**config.mk**
```make
export PLATFORM = sky130hd
export DESIGN_NAME = serial_addsub
export DESIGN_NICKNAME = d
export VERILOG_FILES = /design/src/rtl/serial_addsub_pkg.sv /design/src/rtl/serial_addsub_full_adder_cell.sv /design/src/rtl/serial_addsub.sv
export SDC_FILE = /design/constraint.sdc
export NUM_CORES = 1
export LEC_CHECK = 0
export CORE_MARGIN = 2
export CORE_UTILIZATION = 45
export DETAILED_ROUTE_END_ITERATION = 6
export PLACE_DENSITY_LB_ADDON = 0.08
export SLEW_MARGIN = 15
export SYNTH_ARGS = -nofsm -noshare
export SYNTH_HDL_FRONTEND = slang
export SYNTH_SLANG_ARGS = --single-unit
```
**constraint.sdc**
```tcl
create_clock -name clk -period 4.1 [get_ports clk]
set_clock_uncertainty 0.15 [all_clocks]
set_input_delay 0.615 -clock clk [delete_from_list [all_inputs] [get_ports clk]]
set_output_delay 0.615 -clock clk [all_outputs]
set_load 0.05 [all_outputs]
```
**src/rtl/serial_addsub_pkg.sv**
```systemverilog
// Shared types and limits for the bit-serial adder/subtractor.
package serial_addsub_pkg;

    typedef enum logic [1:0] {
        IDLE = 2'b00,
        RUN  = 2'b01,
        DONE = 2'b10
    } state_e;

    localparam int MIN_WIDTH = 2;
    localparam int MAX_WIDTH = 64;

endpackage

```
**src/rtl/serial_addsub_full_adder_cell.sv**
```systemverilog
// One-bit full adder built from two half-adder stages joined by an OR.
module full_adder_cell (
    input  logic a,
    input  logic b,
    input  logic cin,
    output logic sum,
    output logic cout
);

    logic hs_sum;
    logic hs_carry;
    logic hc_carry;

    assign hs_sum   = a ^ b;
    assign hs_carry = a & b;
    assign sum      = hs_sum ^ cin;
    assign hc_carry = hs_sum & cin;
    assign cout     = hs_carry | hc_carry;

endmodule

```
**src/rtl/serial_addsub.sv**
```systemverilog
// Bit-serial add/subtract, LSB first, one full-adder cell plus a carry flop.
// Define SERIAL_ADDSUB_OVF_EN to add the signed-overflow output.
module serial_addsub
    import serial_addsub_pkg::*;
#(
    parameter int WIDTH = 8
) (
    input  logic             clk,
    input  logic             rst_n,
    input  logic             start,
    input  logic             sub,
    input  logic [WIDTH-1:0] a,
    input  logic [WIDTH-1:0] b,
    output logic             busy,
    output logic             done,
    output logic [WIDTH-1:0] sum,
`ifdef SERIAL_ADDSUB_OVF_EN
    output logic             ovf,
`endif
    output logic             carry
);

    localparam int CNT_W = (WIDTH > 1) ? $clog2(WIDTH) : 1;
    localparam logic [CNT_W-1:0] LAST_CNT = CNT_W'(WIDTH - 1);

    state_e           state_q, state_d;
    logic [WIDTH-1:0] a_q, a_d;
    logic [WIDTH-1:0] b_q, b_d;
    logic [WIDTH-1:0] res_q, res_d;
    logic [CNT_W-1:0] cnt_q, cnt_d;
    logic             cy_q, cy_d;
    logic [WIDTH-1:0] sum_q, sum_d;
    logic             carry_q, carry_d;
`ifdef SERIAL_ADDSUB_OVF_EN
    logic             ovf_q, ovf_d;
`endif

    logic fa_sum;
    logic fa_cout;

    full_adder_cell u_fa (
        .a    (a_q[0]),
        .b    (b_q[0]),
        .cin  (cy_q),
        .sum  (fa_sum),
        .cout (fa_cout)
    );

    always_comb begin
        // NOTE: every signal gets a default first so no path leaves it unassigned (no latches).
        state_d = state_q;
        a_d     = a_q;
        b_d     = b_q;
        res_d   = res_q;
        cnt_d   = cnt_q;
        cy_d    = cy_q;
        sum_d   = sum_q;
        carry_d = carry_q;
`ifdef SERIAL_ADDSUB_OVF_EN
        ovf_d   = ovf_q;
`endif
        case (state_q)
            IDLE, DONE: begin
                state_d = IDLE;
                if (start) begin
                    a_d     = a;
                    b_d     = sub ? ~b : b;
                    cy_d    = sub;
                    cnt_d   = '0;
                    res_d   = '0;
                    state_d = RUN;
                end
            end
            RUN: begin
                a_d   = a_q >> 1;
                b_d   = b_q >> 1;
                res_d = {fa_sum, res_q[WIDTH-1:1]};
                cy_d  = fa_cout;
                cnt_d = cnt_q + CNT_W'(1);
                // On the last bit A[0]/B[0] hold the operand MSBs.
                if (cnt_q == LAST_CNT) begin
                    sum_d   = {fa_sum, res_q[WIDTH-1:1]};
                    carry_d = fa_cout;
`ifdef SERIAL_ADDSUB_OVF_EN
                    ovf_d   = (a_q[0] == b_q[0]) && (fa_sum != a_q[0]);
`endif
                    cnt_d   = '0;
                    state_d = DONE;
                end
            end
            default: state_d = IDLE;
        endcase
    end

    // NOTE: sequential state is updated only with non-blocking assignments.
    always_ff @(posedge clk) begin
        if (!rst_n) begin
            state_q <= IDLE;
            a_q     <= '0;
            b_q     <= '0;
            res_q   <= '0;
            cnt_q   <= '0;
            cy_q    <= 1'b0;
            sum_q   <= '0;
            carry_q <= 1'b0;
`ifdef SERIAL_ADDSUB_OVF_EN
            ovf_q   <= 1'b0;
`endif
        end else begin
            state_q <= state_d;
            a_q     <= a_d;
            b_q     <= b_d;
            res_q   <= res_d;
            cnt_q   <= cnt_d;
            cy_q    <= cy_d;
            sum_q   <= sum_d;
            carry_q <= carry_d;
`ifdef SERIAL_ADDSUB_OVF_EN
            ovf_q   <= ovf_d;
`endif
        end
    end

    assign busy  = (state_q == RUN);
    assign done  = (state_q == DONE);
    assign sum   = sum_q;
    assign carry = carry_q;
`ifdef SERIAL_ADDSUB_OVF_EN
    assign ovf   = ovf_q;
`endif

endmodule

```
# After elaboration in Yosys (flattened, before gate mapping)
# Cells that the tools add are included.
# totals
regBits	39
latchBits	0
mem_bits_rw	0
romBits	0
inputBits	20
n_memories	0
# op_classes
add_sub_neg	1
multipliers	0
div	0
n_lt_le_gt_ge	0
n_eq_ne	5
shifts	0
muxes	15
bitwise_logic	6
n_reduce_logical	5
# op_table
cell	n
8-bit one-hot mux with 2 select lines	3
8-bit two-way mux	4
8-bit NOT	1
3-bit two-way mux	2
3-bit one-hot mux with 2 select lines	1
2-bit one-hot mux with 2 select lines	1
2-bit AND reduction	2
3-bit by 1-bit adder with 3-bit output, second input constant	1
3-bit equality test, second input constant	1
1-bit bitwise AND	2
2-bit by 1-bit equality test with 1-bit output, second input constant	1
2-bit equality test, second input constant	1
2-bit logical NOT	1
1-bit two-way mux	2
2-bit two-way mux	1
2-bit by 1-bit != test with 1-bit output, second input constant	1
2-bit != test, second input constant	1
1-bit one-hot mux with 2 select lines	1
2-bit nonzero test	1
2-bit OR reduction	1
1-bit XOR	2
1-bit bitwise OR	1

# Logic depth before layout (Yosys ltp)
# Gate-level depths: netlist of the first run.
# depth
ltp_word	4
mapped_depth	5
ltp_nobuf	5

# Modules after synthesis
# A second synthesis of the first run with hierarchy kept.
# hier_totals
hier_cells	183
hier_area_um2	1686.6
# modules_own_cells
module	instances	cells_per_inst	area_each_um2
serial_addsub	1	182	1666.6
full_adder_cell	1	1	20.0

# Worst setup path after synthesis of the first run
# Ideal clock, no wire load.
# synth_timing
path_type	register to output
start	register state_q[1]
end	output done
arrival_time_ns	1.045
slack_ns	2.290
path_stages_with_launch	2
path_cell_list	dfxtp_1 > nor2b_1
# synth_between
elab_chain_cells	1
# synth_rtl
item	line	text
start: declaration	serial_addsub.sv:26	state_e state_q, state_d;
start signal: assignment	serial_addsub.sv:110	state_q <= state_d;
2-bit equality test	serial_addsub.sv:125	assign done = (state_q == DONE);
end: declaration	serial_addsub.sv:15	output logic done,
# Every way passes these cells.

# Worst setup path after layout of the first run
# layout_timing
start	register state_q[0]
end	output busy
# layout_between
elab_chain_cells	1
# layout_rtl
item	line	text
2-bit by 1-bit equality test with 1-bit output	serial_addsub.sv:124	assign busy = (state_q == RUN);
end: declaration	serial_addsub.sv:14	output logic busy,
# Every way passes these cells.

==> results of run 1 <==
registers in the layout, summed over array words and instances, names as in the netlist:
register / cells
carry: 1
res_q: 7
state_q: 2
cy_q: 1
b_q: 8
cnt_q: 3
sum: 8
a_q: 8
worst paths after layout:
path,endpoint,cells after the start,slack (ps)
max,busy,4,1440
min,sum[5],2,310
max reg2reg,state_q[0],3,2150
min reg2reg,sum[5],2,310
synth_stat cells (all sizes together) (2+ instances only):
master,instances
clkbuf,4
nor2b,3
a21boi,35
nand3b,2
buf,13
nand3,35
nand2b,2
ha,2
dfxtp,38
nand2,19
xor2,8
a22oi,15
per-layer routing:
layer	up-vias	track usage, %
met2	31	30.7
met5	-	0
li1	690	-
met1	648	17.9
met4	0	9.38
met3	8	4.11
layout by cell type, fill, tap and decap left out, drive strengths merged, types with 2 or more instances in the layout:
| master | count |
|---|---|
| dfxtp | 38 |
| nand3 | 35 |
| a21boi | 35 |
| clkdlybuf4s50 | 30 |
| nand2 | 19 |
| a22oi | 15 |
| xor2 | 8 |
| clkbuf | 6 |
| nor2b | 3 |
| nand2b | 2 |
| nand3b | 2 |
| ha | 2 |
| bufinv | 2 |
| buf | 2 |
metrics by stage:
stage / std cells / utilization [%] / instance area [µm²]
floorplan: 183 / - / 1690
global route: 254 / 57.8 / 2100
detailed placement: 246 / 53.8 / 1960
global placement: 246 / 53.8 / 1960
CTS: 254 / 57.7 / 2100
finish: 254 / 57.8 / 2100
power breakdown:
part           switching (mW)  internal, mW  leakage, nW
Clock                   0.134         0.259       0.0714
Combinational          0.0514        0.0441        0.361
Sequential            0.00938         0.384        0.309
area by class of cell:
| class | instances | area, µm² |
|---|---|---|
| Fill cell | 345 | 1530 |
| Multi-Input combinational cell | 127 | 818 |
| Sequential cell | 38 | 761 |
| Timing Repair Buffer | 32 | 315 |
| Clock buffer | 6 | 82.6 |
| Clock inverter | 2 | 60.1 |
| Tap cell | 48 | 60.1 |
| Inverter | 1 | 3.75 |
critical path, cell delays in order (launching register included):
cell	delay [ps]
dfxtp_1	410
nand2b_1	70
buf_4	240
inv_2	80
clkdlybuf4s50_1	790
cell families (layout without fill, tap and decap cells):
| kind of cell | Yosys count | count (layout) |
|---|---|---|
| flip-flops | 38 | 38 |
| adder cells (fa/ha/maj) | 3 | 3 |
| buffers and inverters | 18 | 41 |
| XOR/XNOR | 8 | 8 |
| AO/OA/AOI/OAI | 52 | 52 |
| AND/OR/NAND/NOR | 64 | 64 |
==> reports/metrics.csv, run 1 <==
stage,metric,value,unit
outcome,status,finished clean,
place,gp_congestion,0.710,
synth,postSynthCellCount,183,
sta,max_slew_margin,28.1,%
clock_network,clk_pin_slew,70,ps
worst_setup_path,path_max_fanout,29,
synth,synthesis.area,1690,µm²
routing,top_signal_layer_used,met4,
global_route,global_route.overflow_total,0,
global_route,grt_antenna_before_repair,0,
routing,detail-route-antenna-nets,0,
synth,post_synth_fa_ha_maj_area_fraction,2.67,%
global_route,global_route.usage.total,17.0,%
sta,period_share,64.9,%
worst_setup_path,r2r_start,state_q[0],
floorplanning,floorplan.die.height,65.3,µm
routing,vias_per_cell,5.42,
synth,syn_area_per_cell,9.23,µm²
floorplanning,initial_core_util,46.5,%
clock_network,clock_insertion_delay_worst_skew,290,ps
routing,detail_route.wl_per_cell,12.9,µm
pwr,power_per_cell_area,420,nW/µm²
synth,synth_xor_xnor_area_share,4.15,%
synth,synthSimpleGateAreaFrac,18.6,%
floorplanning,width_of_the_die,65.3,µm
sta,fin_tns_setup,0,ps
routing,detailedRoute.firstPassIterationCount,4,
final_layout,signed_area_change_from_the_synthesized_netlist_to_the_final_layout,24.4,%
clock_network,htree_num_levels,2,
final_layout,num_antenna_cells,0,
floorplanning,coreArea,3630,µm²
worst_setup_path,cp.arrival,1890,ps
routing,wl_met3,147,µm
place,pre_cts_slack,1530,ps
sta,finalCriticalPeriod,2660,ps
worst_setup_path,critical_path.endpoint_type,primary output,
clock_network,cts_buffers,5,
routing,dr_total_vias,1377,
hold_path,hp-class,reg -> reg,
synth,post_synth_edffs,0,
pwr,ir_drop,0.257,mV
sta,post-route-worst-setup-slack,1440,ps
synth,top_flip_flop_cell_by_instance_count_after_synthesis,dfxtp_1,
synth,ys_seq_area_share,45.0,%
sta,max_slew.worst_pin.slew,1080,ps
global_route,wire_length_of_the_first_global_routing_pass,5.50,mm
clock_network,ctsHoldBuffers,0,
clock_network,setup_buffers_after_cts,0,
sta,number_of_failing_setup_endpoints_in_the_final_timing_report,0,
hold_path,critical_hold_path_startpoint,sum[5],
routing,first_iter_violations,102,
synth,async_reset_ff_share,0,%
synth,synth_nets,206,
floorplanning,floorplan.io_pins,31,
synth,yosys.cell_types.count,23,
sta,hold_violations,0,
sta,max_clock_freq,0.376,GHz
worst_setup_path,worstPathRequired,3340,ps
clock_network,clock_tree_from_tritoncts,done,
routing,postRouteWirelength,3.29,mm
clock_network,postCtsResizedCells,0,
synth,yosys_register_bits,38,
pwr,post-layout-total-power,0.883,mW
synth,synth.area.top_cells,"dfxtp_1 45%, nand3_1 10%, a21boi_1 9.8%",
pwr,leakage,0.741,nW
place,dpl.hpwl,2.02,mm
job,cap_viol_max_count,0,
worst_setup_path,criticalPathCategory,reg -> out,
floorplanning,fp.dieArea,4260,µm²
worst_setup_path,startpoint_kind_of_the_worst_setup_timing_path,register,
clock_network,clock_sinks,38,
final_layout,layout-drive-gt1-share,5.83,%
synth,share_of_the_synthesized_area_in_the_top_cell_type,45.0,%
synth,synth_compound_area_share,22.9,%
worst_setup_path,setup.worst_path.start,state_q[0],
global_route,via_count_of_the_first_global_routing_pass,1258,
clock_network,root_driver,clkbuf_8,
global_route,pin_count_of_the_biggest_net_entering_global_routing,39,
sta,fin_hold_ws,305,ps
place,io_buffer_count,30,
synth,synthesis.yosys.warnings,0,
routing,drcViolationCount,0,
floorplanning,num_rows,22,
sta,grt_setup_unrepaired,no,
synth,portion_of_netlist_area_occupied_by_mux_cells,0,%
routing,detailroute.wirelength.met2,1.63,mm
synth,main_combinational_cell_family_by_area_after_synthesis,compound AO/OA/AOI/OAI gates,
final_layout,nNetsFinal,228,
synth,synth.largest_area_cell,dfxtp_1,
routing,met1Wirelength,1.44,mm
clock_network,cts_max_path_buffers,2,
sta,report.final.slew_viol_count,0,
Note: power is estimated with default switching activity, not from simulation.
==> run 2: changes to the inputs <==
Clock period 4.1 ns to 2.14 ns, I/O delays scaled along.
==> run 2 against run 1 <==
Effect of this change: critical path depth is 2 lower; largest cell class unchanged; cell count up 1.6%; global-route usage grew 0.78 points; setup slack worse by 1300 ps; combinational power is 110% higher; non-clock buffer count is 4 higher; sequential power increased by 91%; routed wire length is 1.2% higher.
==> reports/metrics.csv, run 2 (synthesis results as in run 1) <==
stage,metric,value,unit,change
pwr,clk_network_pwr_share,34.2,%,-10 points
worst_setup_path,cp.arrival,1580,ps,-310 ps
routing,vias_per_cell,5.30,,-2.3%
worst_setup_path,r2r-end,sum[1],,
sta,fin_hold_ws,304,ps,-0.653 ps
pwr,cell_internal_power,1.09,mW,+59%
sta,max_slew.worst_pin.slew,494,ps,-585 ps
clock_network,cts_buffers,5,,unchanged
worst_setup_path,setup.worst_path.start,state_q[1],,
routing,drcViolationCount,0,,unchanged
worst_setup_path,path_max_fanout,4,,-86%
sta,report.final.slew_viol_count,0,,unchanged
clock_network,root_driver,clkbuf_8,,
floorplanning,fp.dieArea,4260,µm²,unchanged
floorplanning,coreArea,3630,µm²,unchanged
global_route,global_route.usage.total,17.8,%,+0.78 points
outcome,status,finished clean,,
global_route,grt_antenna_before_repair,0,,unchanged
place,io_buffer_count,30,,unchanged
floorplanning,width_of_the_die,65.3,µm,unchanged
final_layout,layout-drive-gt1-share,7.14,%,+1.3 points
clock_network,postCtsResizedCells,0,,unchanged
pwr,switchingPower,0.354,mW,+81%
floorplanning,floorplan.io_pins,31,,unchanged
floorplanning,num_rows,22,,unchanged
floorplanning,initial_core_util,46.5,%,unchanged
sta,period_share,95.7,%,
sta,hold_violations,0,,unchanged
place,gp_congestion,0.728,,+2.4%
clock_network,cts_max_path_buffers,2,,unchanged
worst_setup_path,critical_path.endpoint_type,primary output,,
pwr,post-layout-total-power,1.44,mW,+64%
worst_setup_path,timing.reg2reg.setup_slack,590,ps,-1560 ps
routing,first_iter_violations,94,,-7.8%
clock_network,setup_buffers_after_cts,0,,unchanged
worst_setup_path,worstPathRequired,1670,ps,-1670 ps
place,placedInstanceArea,2010,µm²,+2.7%
pwr,ir_drop,0.475,mV,+85%
pwr,leakage,0.747,nW,+0.79%
global_route,pin_count_of_the_biggest_net_entering_global_routing,39,,unchanged
sta,finalCriticalPeriod,2050,ps,
pwr,comb_power_share,13.6,%,+2.8 points
global_route,wire_length_of_the_first_global_routing_pass,5.87,mm,+6.8%
final_layout,num_antenna_cells,0,,unchanged
sta,grt_setup_unrepaired,no,,
sta,max_clock_freq,0.488,GHz,
global_route,global_route.overflow_total,0,,unchanged
worst_setup_path,criticalPathCategory,reg -> out,,
floorplanning,floorplan.die.height,65.3,µm,unchanged
place,dpl.hpwl,2.15,mm,+6.5%
sta,fin_tns_setup,0,ps,unchanged
pwr,power_per_cell_area,688,nW/µm²,+64%
final_layout,stdcell_area,2100,µm²,about the same
routing,detail_route.wl_per_cell,12.9,µm,-0.35%
worst_setup_path,crit_end,done,,
routing,postRouteWirelength,3.33,mm,+1.2%
place,pre_cts_slack,341,ps,-1180 ps
sta,max_slew_margin,67.0,%,+39 points
clock_network,clk_pin_slew,70,ps,about the same
routing,detailedRoute.firstPassIterationCount,4,,unchanged
routing,detail-route-antenna-nets,0,,unchanged
clock_network,clock_insertion_delay_worst_skew,290,ps,about the same
final_layout,mostFrequentLayoutCell,dfxtp_1,,
job,cap_viol_max_count,0,,unchanged
final_layout,layout_filler_cell_count,373,,+8.1%
worst_setup_path,r2r.worst_path.cells,5,,+2
final_layout,nNetsFinal,232,,+1.8%
hold_path,hp-class,reg -> reg,,
worst_setup_path,r2r_start,state_q[0],,
routing,dr_total_vias,1367,,-0.73%
final_layout,signed_area_change_from_the_synthesized_netlist_to_the_final_layout,24.3,%,about the same
pwr,power.share.sequential,52.2,%,+7.6 points
sta,number_of_failing_setup_endpoints_in_the_final_timing_report,0,,unchanged
clock_network,clock_tree_from_tritoncts,done,,
clock_network,clock_sinks,38,,unchanged
final_layout,most-common-layout-cells,"38 x dfxtp_1, 35 x nand3_1, 29 x clkdlybuf4s50_1",,
clock_network,htree_num_levels,2,,unchanged
pwr,p_sw_share,24.5,%,+2.4 points
global_route,via_count_of_the_first_global_routing_pass,1378,,+9.5%
sta,post-route-worst-setup-slack,92.8,ps,-1350 ps
worst_setup_path,startpoint_kind_of_the_worst_setup_timing_path,register,,
clock_network,ctsHoldBuffers,0,,unchanged
-- run 2: cell count changes in the layout (fill, tap and decap cells not counted), sizes merged --
cell           before  now
buf                 2    7
clkinv              0    1
bufinv              2    0
clkdlybuf4s50      30   29
clkbuf              6    7
-- run 2: area by class of cell --
class	instances	area (µm²)	area share (%)
flip-flops and latches	38	761	36.2
repair buffers	36	368	17.5
inverters	1	3.75	0.179
multi-input cells	127	816	38.9
well taps	48	60.1	2.86
clock buffers	7	86.3	4.11
clock inverters	1	5.00	0.238
-- run 2: per-stage QoR --
step                      std cells  utilization (%)
after floorplan                 183                -
after global placement          250             55.3
after detailed placement        250             55.3
after CTS                       258             57.8
after global routing            258             57.8
final                           258             57.8
-- run 2: metal layers --
metal / vias up / global-route usage (%) / share of wire [%]
met5: - / 0 / 0
met4: 0 / 6.25 / 1.4
met3: 6 / 5.65 / 4.5
met2: 26 / 34.1 / 51
met1: 641 / 17.7 / 43
li1: 694 / - / -
-- run 2: power by group through the flow --
stage	registers [mW]	clock network [mW]	logic, mW
4_1_cts	0.753	0.518	0.197
5_1_grt	0.758	0.558	0.217
6_report	0.754	0.494	0.197
2_1_floorplan	0.765	0	0.136
3_3_place_gp	0.769	0	0.190
3_5_place_dp	0.770	0	0.197
-- run 2: worst min path at each step --
stage	start	to	slack [ps]	depth (start not counted)
floorplan	b_q[7]	b_q[7]	290	2
finish	sum[5]	sum[5]	300	2
global route	sum[5]	sum[5]	330	2
CTS	sum[5]	sum[5]	310	2
global placement	sum[5]	sum[5]	290	2
detailed placement	sum[5]	sum[5]	300	2
-- run 2: critical path: stages (launching register included) --
cell and delay [ps]:
dfxtp_1 350, nor2b_1 130, clkdlybuf4s50_1 800
